**config.mk**
```make
export PLATFORM = sky130hd
export DESIGN_NAME = jk_bank_arb
export DESIGN_NICKNAME = d
export VERILOG_FILES = /design/src/rtl/jk_bank_arb.sv
export SDC_FILE = /design/constraint.sdc
export NUM_CORES = 1
export LEC_CHECK = 0
export BUFFER_PORTS_ARGS = -buffer_cell sky130_fd_sc_hd__buf_4
export CORE_MARGIN = 5
export CORE_UTILIZATION = 50
export DETAILED_ROUTE_END_ITERATION = 8
export HOLD_SLACK_MARGIN = 0.03
export PLACE_DENSITY = 0.87
export RECOVER_POWER = 100
export SYNTH_ARGS = -nofsm -noshare
export SYNTH_HDL_FRONTEND = slang
export SYNTH_SLANG_ARGS = --single-unit
```
**constraint.sdc**
```tcl
create_clock -name clk -period 3.06 [get_ports clk]
set_input_delay 0.153 -clock clk [delete_from_list [all_inputs] [get_ports clk]]
set_output_delay 0.153 -clock clk [all_outputs]
set_load 0.02 [all_outputs]
```
**src/rtl/jk_bank_arb.sv**
```systemverilog
// jk_bank_arb: four-requester round-robin arbiter in front of a bank of JK cells.
// Each granted request runs one fixed 3-cycle transaction: IDLE -> EXEC -> ACK -> IDLE.
// Optional feature: define JK_BANK_ARB_TGL_CNT_EN to count toggle (op 11) operations
// on tgl_cnt. Without it, tgl_cnt is tied to 0 and no counter logic is built.
module jk_bank_arb #(
   parameter int unsigned NUM_CELLS = 8,
   parameter int unsigned ADDR_W    = 3
) (
   input  logic                  clk,
   input  logic                  rst,
   input  logic [3:0]            req,
   input  logic [4*ADDR_W-1:0]   idx,
   input  logic [7:0]            op,
   output logic [3:0]            gnt,
   output logic [3:0]            ack,
   output logic                  err,
   output logic [NUM_CELLS-1:0]  q,
   output logic [NUM_CELLS-1:0]  q_bar,
   output logic                  busy,
   output logic [15:0]           tgl_cnt
);

   typedef enum logic [1:0] {StIdle, StExec, StAck} state_e;

   state_e                state_q, state_d;
   logic [1:0]            ptr_q, ptr_d;
   logic [1:0]            win_q, win_d;
   logic [ADDR_W-1:0]     idx_q, idx_d;
   logic [1:0]            op_q, op_d;
   logic [3:0]            gnt_q, gnt_d;
   logic [3:0]            ack_q, ack_d;
   logic                  err_q, err_d;
   logic [NUM_CELLS-1:0]  cells_q, cells_d;

   logic                  found;
   logic [1:0]            pick;
   logic [1:0]            cand;
   logic                  cell_valid;

   assign cell_valid = 32'(idx_q) < NUM_CELLS;

   // Round-robin pick: first asserted request at or above the pointer, mod 4.
   always_comb begin
      found = 1'b0;
      pick  = ptr_q;
      cand  = ptr_q;
      for (int unsigned k = 0; k < 4; k++) begin
         cand = ptr_q + 2'(k);
         if (!found && req[cand]) begin
            found = 1'b1;
            pick  = cand;
         end
      end
   end

   // Next-state and registered-output logic for the transaction FSM.
   always_comb begin
      state_d = state_q;
      ptr_d   = ptr_q;
      win_d   = win_q;
      idx_d   = idx_q;
      op_d    = op_q;
      gnt_d   = gnt_q;
      ack_d   = ack_q;
      err_d   = err_q;
      cells_d = cells_q;
      unique case (state_q)
         StIdle: begin
            gnt_d = 4'b0000;
            ack_d = 4'b0000;
            err_d = 1'b0;
            if (found) begin
               win_d   = pick;
               idx_d   = idx[32'(pick)*ADDR_W +: ADDR_W];
               op_d    = op[32'(pick)*2 +: 2];
               gnt_d   = 4'(1) << pick;
               state_d = StExec;
            end
         end
         StExec: begin
            ack_d   = 4'(1) << win_q;
            ptr_d   = win_q + 2'd1;
            err_d   = !cell_valid;
            state_d = StAck;
            // Out-of-range indices match no cell, so q holds.
            for (int unsigned i = 0; i < NUM_CELLS; i++) begin
               if (cell_valid && 32'(idx_q) == i) begin
                  unique case (op_q)
                     2'b01:   cells_d[i] = 1'b0;
                     2'b10:   cells_d[i] = 1'b1;
                     2'b11:   cells_d[i] = ~cells_q[i];
                     default: cells_d[i] = cells_q[i];
                  endcase
               end
            end
         end
         StAck: begin
            gnt_d   = 4'b0000;
            ack_d   = 4'b0000;
            err_d   = 1'b0;
            state_d = StIdle;
         end
         default: state_d = StIdle;
      endcase
   end

   // State register; synchronous reset wins over any in-flight transaction.
   always_ff @(posedge clk) begin
      if (rst) begin
         state_q <= StIdle;
         ptr_q   <= 2'd0;
         win_q   <= 2'd0;
         idx_q   <= '0;
         op_q    <= 2'b00;
         gnt_q   <= 4'b0000;
         ack_q   <= 4'b0000;
         err_q   <= 1'b0;
         cells_q <= '0;
      end else begin
         state_q <= state_d;
         ptr_q   <= ptr_d;
         win_q   <= win_d;
         idx_q   <= idx_d;
         op_q    <= op_d;
         gnt_q   <= gnt_d;
         ack_q   <= ack_d;
         err_q   <= err_d;
         cells_q <= cells_d;
      end
   end

`ifdef JK_BANK_ARB_TGL_CNT_EN
   logic [15:0] tgl_q;
   logic        tgl_inc;

   assign tgl_inc = (state_q == StExec) && cell_valid && (op_q == 2'b11);

   // Saturating count of applied toggle operations.
   always_ff @(posedge clk) begin
      if (rst) begin
         tgl_q <= 16'h0000;
      end else if (tgl_inc && tgl_q != 16'hFFFF) begin
         tgl_q <= tgl_q + 16'd1;
      end
   end

   assign tgl_cnt = tgl_q;
`else
   assign tgl_cnt = 16'h0000;
`endif

   assign gnt   = gnt_q;
   assign ack   = ack_q;
   assign err   = err_q;
   assign q     = cells_q;
   assign q_bar = ~cells_q;
   assign busy  = (state_q != StIdle);

endmodule

```
* After elaboration in Yosys (flattened, before gate mapping)
Cells that the tools add are included.
** Cells by class
- Add/subtract/negate cells :: 4
- Eq/ne operators :: 13
- Multiply operators :: 1
- Bitwise gates (word level) :: 9
- Divide/modulo/power cells :: 0
- Multiplexer cells :: 28
- Shifts and indexed selects :: 4
- $lt $le $gt $ge :: 4
- Reductions and logical operators :: 22
** Operator list (count)
- 1-bit case mux with 3 select lines :: 8
- 3-bit AND reduction :: 8
- 4-bit case mux with 2 select lines :: 2
- 3-bit equality test (second input constant) :: 4
- 2-bit by 3-bit less-than comparator with 1-bit output (second input constant) :: 4
- 12-bit by 5-bit variable part select with 3-bit output :: 1
- 1-bit binary-select mux with 2-bit select :: 4
- 1-bit two-way mux :: 8
- 2-bit two-way mux :: 4
- 1-bit NOT :: 8
- 8-bit NOT :: 1
- 8-bit by 4-bit variable part select with 2-bit output :: 1
- 1-bit by 2-bit << shifter with 4-bit output (first input constant) :: 2
- 2-bit equality test (second input constant) :: 3
- 3-bit by 2-bit equality test with 1-bit output (second input constant) :: 2
- 2-bit nonzero test :: 3
- 2-bit by 1-bit adder with 2-bit output (second input constant) :: 2
- 2-bit adder (second input constant) :: 2
- 2-bit by 1-bit equality test with 1-bit output (second input constant) :: 2
- 2-bit by 2-bit multiplier with 4-bit output (second input constant) :: 1
- 4-bit two-way mux :: 1
- 2-bit case mux with 2 select lines :: 1
- 3-bit by 1-bit equality test with 1-bit output (second input constant) :: 1
- 1-bit logical AND :: 3
- other kinds (7) :: 9
** Storage, ports and cells
- Bits in latches :: 0
- Register bits :: 27
- Memories kept :: 0
- Word-level logic and storage cells :: 100
- RAM bits :: 0
- ROM bits :: 0

* Depth between registers and ports, before layout
- Depth after elaboration :: 15
- Gate-level depth with buffers :: 7
- Mapped depth without buffers :: 5

* Worst setup path before layout
Ideal clock, no wire load.
- Path type :: flip-flop to flip-flop
- From :: reg state_q[1]
- To :: reg gnt_q[0] (netlist: gnt[0])
- Data required time :: 2.993 ns
- Arrival :: 1.518 ns
- Path slack :: 1.475 ns
- Setup time :: 0.067 ns
- Cell stages (with the launch flop) :: 7
- Clock period less this slack :: 1.585 ns
- Path buffers :: 2
- Path through :: dfxtp_1 -> buf_6 -> or2_4 -> or2_1 -> buf_6 -> or3_1 -> a21oi_2
** On the way
- Longest elaborated chain between the ends :: 2
- Elaborated cells on any way between the ends :: 4
- Those cells by class :: 1 x eq/ne; 1 x mux; 2 x reduce/logical
** RTL lines
- start: declaration :: line 25 : state_e state_q, state_d;
- start signal: assignment :: line 110 : state_q <= StIdle;
- start signal: assignment :: line 120 : state_q <= state_d;
- 2-bit equality test or 2-bit zero test (tied branches) :: line 67 : unique case (state_q)
- 4-bit case mux with 2 select lines or 2-bit nonzero test (tied branches)
- end signal: assignment :: line 125 : gnt_q <= gnt_d;
- end: declaration :: line 30 : logic [3:0] gnt_q, gnt_d;
Parallel ways exist; a longest one is shown, timed or not.
A chain may end at the register's enable or synchronous reset.

* Final worst setup path
- From :: reg ptr_q[1]
- To :: reg idx_q[0]
** On the way
- Longest elaborated chain between the ends :: 14
- Elaborated cells on any way between the ends :: 27
- Those cells by class :: 3 x add/sub; 1 x mul; 1 x shift; 15 x mux; 7 x reduce/logical
** RTL lines
- start: declaration :: line 26 : logic [1:0] ptr_q, ptr_d;
- start signal: assignment :: line 121 : ptr_q <= ptr_d;
- parallel branches: the longest is 14 deep, another holds 2-bit by 2-bit multiplier with 4-bit output
- end signal: assignment :: line 123 : idx_q <= idx_d;
- end: declaration :: line 28 : logic [ADDR_W-1:0] idx_q, idx_d;
Several ways; the timed one is not identified. The select of a mux whose other input is x is not followed.

==> results.cfg <==
[critical_path]
critical-path-top-delay-family = compound AO/OA/AOI/OAI gates
launching_point_of_the_worst_reg2reg_path = ptr_q[1]
cp-end-kind = flip-flop
worst_ep_arrival_ns = 2.21
timing.critical_path.from = ptr_q[1]
worst_r2r_path_depth = 5
series_of_cell_instances_along_the_critical_path = inv_1 -> a21oi_1 -> o311ai_0 -> nand2b_1 -> o221ai_1
crit_type = reg -> reg
worstSetupStartpointType = flip-flop
cp_slowest_stage_delay_ns = 0.92
worst_ep_required_time_ns = 3.28
crit_path_top_delay_cell = sky130_fd_sc_hd__o311ai_0
crit_buf_inv = 1
cp_max_fo = 7
crit_cells = 5

[routing]
drtAntennaViolNets = 0
drc_violations_left = 0
detailed_route_wire_length_mm = 3.247
routedWlPerCell_um = 12.94
route.detailed.vias_per_inst = 5.279
drtPass1Iterations = 4
route.vias.total = 1325
detail_route.iter0.violations = 54

[clock_tree]
clkSlewWorstSetupHoldPaths_ns = 0.15
cts_num_sinks = 27
clk-insertion-delay-late_ns = 0.33
cts-htree-levels = 1
clockRootBuffer = sky130_fd_sc_hd__clkbuf_4
postCtsResizedCells = 0
post_cts_hold_buffer_count = 0
tritoncts_clock_tree = done
post_cts_buffers = 0
tritoncts.num_buffers = 3
clk_path_buf_depth = 2

[place]
gpl.final_weighted_congestion = 0.8419
detailed_place_hpwl_mm = 2.545
area_after_detailed_placement_um2 = 1795
io_buffers = 50
placed_cells = 247
placement.setup.worst_slack_ns = 1.388

[sta]
final-max-slew-violation-count = 0
relSlewSlack = 0.2304
worst-slew-pin-transition_ns = 1.140
layout_setup_ws_ns = 1.068
setup_repair_after_global_routing_missed_its_margin = no
achievable-frequency_ghz = 0.5020
whs_ns = 0.1119
min_period_over_period = 0.6509
hold_viol = 0
period_needed_ns = 1.992
report.final.setup_viol = 0
setup_tns_ns = 0
clock_skew_ns = 0.01119

[power_and_ir_drop]
vdd_ir_drop_max_mv = 0.2166
design_power_total_mw = 0.7374
power_density_nw_per_um2 = 427.0
leakage_nw = 0.6600

[yosys]
synth_flop_cell = sky130_fd_sc_hd__dfxtp_1
synth.avg_cell_area_um2 = 8.635
synthTopCellsByArea = sky130_fd_sc_hd__dfxtp_1, sky130_fd_sc_hd__buf_4, sky130_fd_sc_hd__mux2i_1
post-synth-top-area-fraction = 0.3618
synthDistinctLibCells = 32
portion_of_the_post_synthesis_area_used_by_sequential_elements = 0.3618
synth-adder-area-share = 0.03350
synth_simple_gate_area_share = 0.2119
yosys.area.top_type = sky130_fd_sc_hd__dfxtp_1
synthXorXnorAreaFrac = 0
postSynthCellCount = 173
mux_contribution_to_synthesized_area = 0.09380
synth-seq-cells = 27
combinational_family_with_the_most_area_after_synthesis = simple AND/OR/NAND/NOR gates
synthArstFlopShare = 0
yosysWarningCount = 0
mappedNetlistArea_um2 = 1494
synth_enable_flop_cells = 0
synth_compound_gate_area_share = 0.1508

[hold_path]
holdCritPathClass = in -> reg
worst_hold_path.num_cells = 3
hold_path.startpoint = idx[8]

[status]
run_status = finished, final reports clean

[finish]
leading_cell_type_in_the_layout_fill_and_taps_excluded = sky130_fd_sc_hd__dfxtp_1
postLayoutCoreUtil = 0.6155
share_of_post_route_cells_with_drive_strength_above_1 = 0.1500
area_growth_pct = 15.58
commonest_cells_after_routing_fill_and_taps_aside = sky130_fd_sc_hd__dfxtp_1, sky130_fd_sc_hd__buf_4, sky130_fd_sc_hd__clkbuf_1, sky130_fd_sc_hd__a21oi_1, sky130_fd_sc_hd__conb_1
fin_nets = 251
finalInstanceArea_um2 = 1727
finalNonFillerCells = 251
antenna_cells = 0

[die]
ios = 68
rows = 19
dieHeight_um = 64.66
floorplan.initialDensity = 0.5326
die_area_um2 = 4181
floorplan.core_area_um2 = 2805
die_width_um = 64.66

[global_route]
antenna_found_initial = 0
grt_max_degree = 25
global_route.usage.total = 0.1587
grt_pass1_vias = 1245
global_route_wire_length_before_repair_mm = 5.451
global_route_overflow = 0

[job]
timing.max_cap.violations = 0
[cell families (layout without fill, tap and decap cells)]
group,after synthesis,in the layout
buffers and inverters,35,66
multiplexers,14,14
adder cells (fa/ha/maj),4,4
other,1,17
flip-flops,27,27
AND/OR/NAND/NOR,56,56
AO/OA/AOI/OAI,36,36
[synth_stat cells, types with 2 or more instances]
master,instances
sky130_fd_sc_hd__nand2_1,10
sky130_fd_sc_hd__or3_1,8
sky130_fd_sc_hd__o221ai_1,5
sky130_fd_sc_hd__clkbuf_1,2
sky130_fd_sc_hd__nor2b_1,2
sky130_fd_sc_hd__or4_1,2
sky130_fd_sc_hd__buf_4,19
sky130_fd_sc_hd__nand3_1,2
sky130_fd_sc_hd__nand3b_1,9
sky130_fd_sc_hd__o31ai_1,2
sky130_fd_sc_hd__buf_6,2
sky130_fd_sc_hd__inv_1,12
sky130_fd_sc_hd__o21ai_0,8
sky130_fd_sc_hd__nand2b_1,5
sky130_fd_sc_hd__ha_1,4
sky130_fd_sc_hd__dfxtp_1,27
sky130_fd_sc_hd__a21oi_1,16
sky130_fd_sc_hd__nor2_1,11
sky130_fd_sc_hd__mux2i_1,14
[state kept, by name (all words and copies together) (netlist names)]
name     flops
idx_q        3
q            8
gnt          4
ack          4
ptr_q        2
op_q         2
win_q        2
state_q      2
[final timing paths]
| kind | endpoint | slack, ns |
|---|---|---|
| max | idx_q[0] | 1.07 |
| min | idx_q[2] | 0.11 |
| max reg2reg | idx_q[0] | 1.07 |
| min reg2reg | gnt[2] | 0.47 |
[tightest hold or removal path, cell delays in order]
cell	delay [ns]
sky130_fd_sc_hd__buf_4	0.08
sky130_fd_sc_hd__mux2i_1	0.05
sky130_fd_sc_hd__o221ai_1	0.13
[power by group]
group	leakage, nW	switching (mW)	total, mW	internal (mW)
sequential	0.220	0.0279	0.403	0.375
combinational	0.422	0.106	0.180	0.0744
clock	0.0177	0.105	0.154	0.0490
total	0.660	0.238	0.737	0.499
[routing by layer]
metal  GRT usage  vias to the layer above  share of wire
met3     0.01727                        4          0.078
met4     0.05805                        0          0.012
li1            -                      661              -
met2      0.2758                       49           0.48
met5           0                        -              0
met1      0.2032                      611           0.43
[cell type report]
cell class / count / area, um^2
sequential: 27 / 540.5
tap: 31 / 38.79
clock inverter: 1 / 5.005
timing repair buffer: 50 / 285.3
inverter: 12 / 45.04
clock buffer: 3 / 22.52
fill: 279 / 1079
multi-input combinational: 127 / 789.5
No activity file was read; power rests on OpenSTA's default activity.
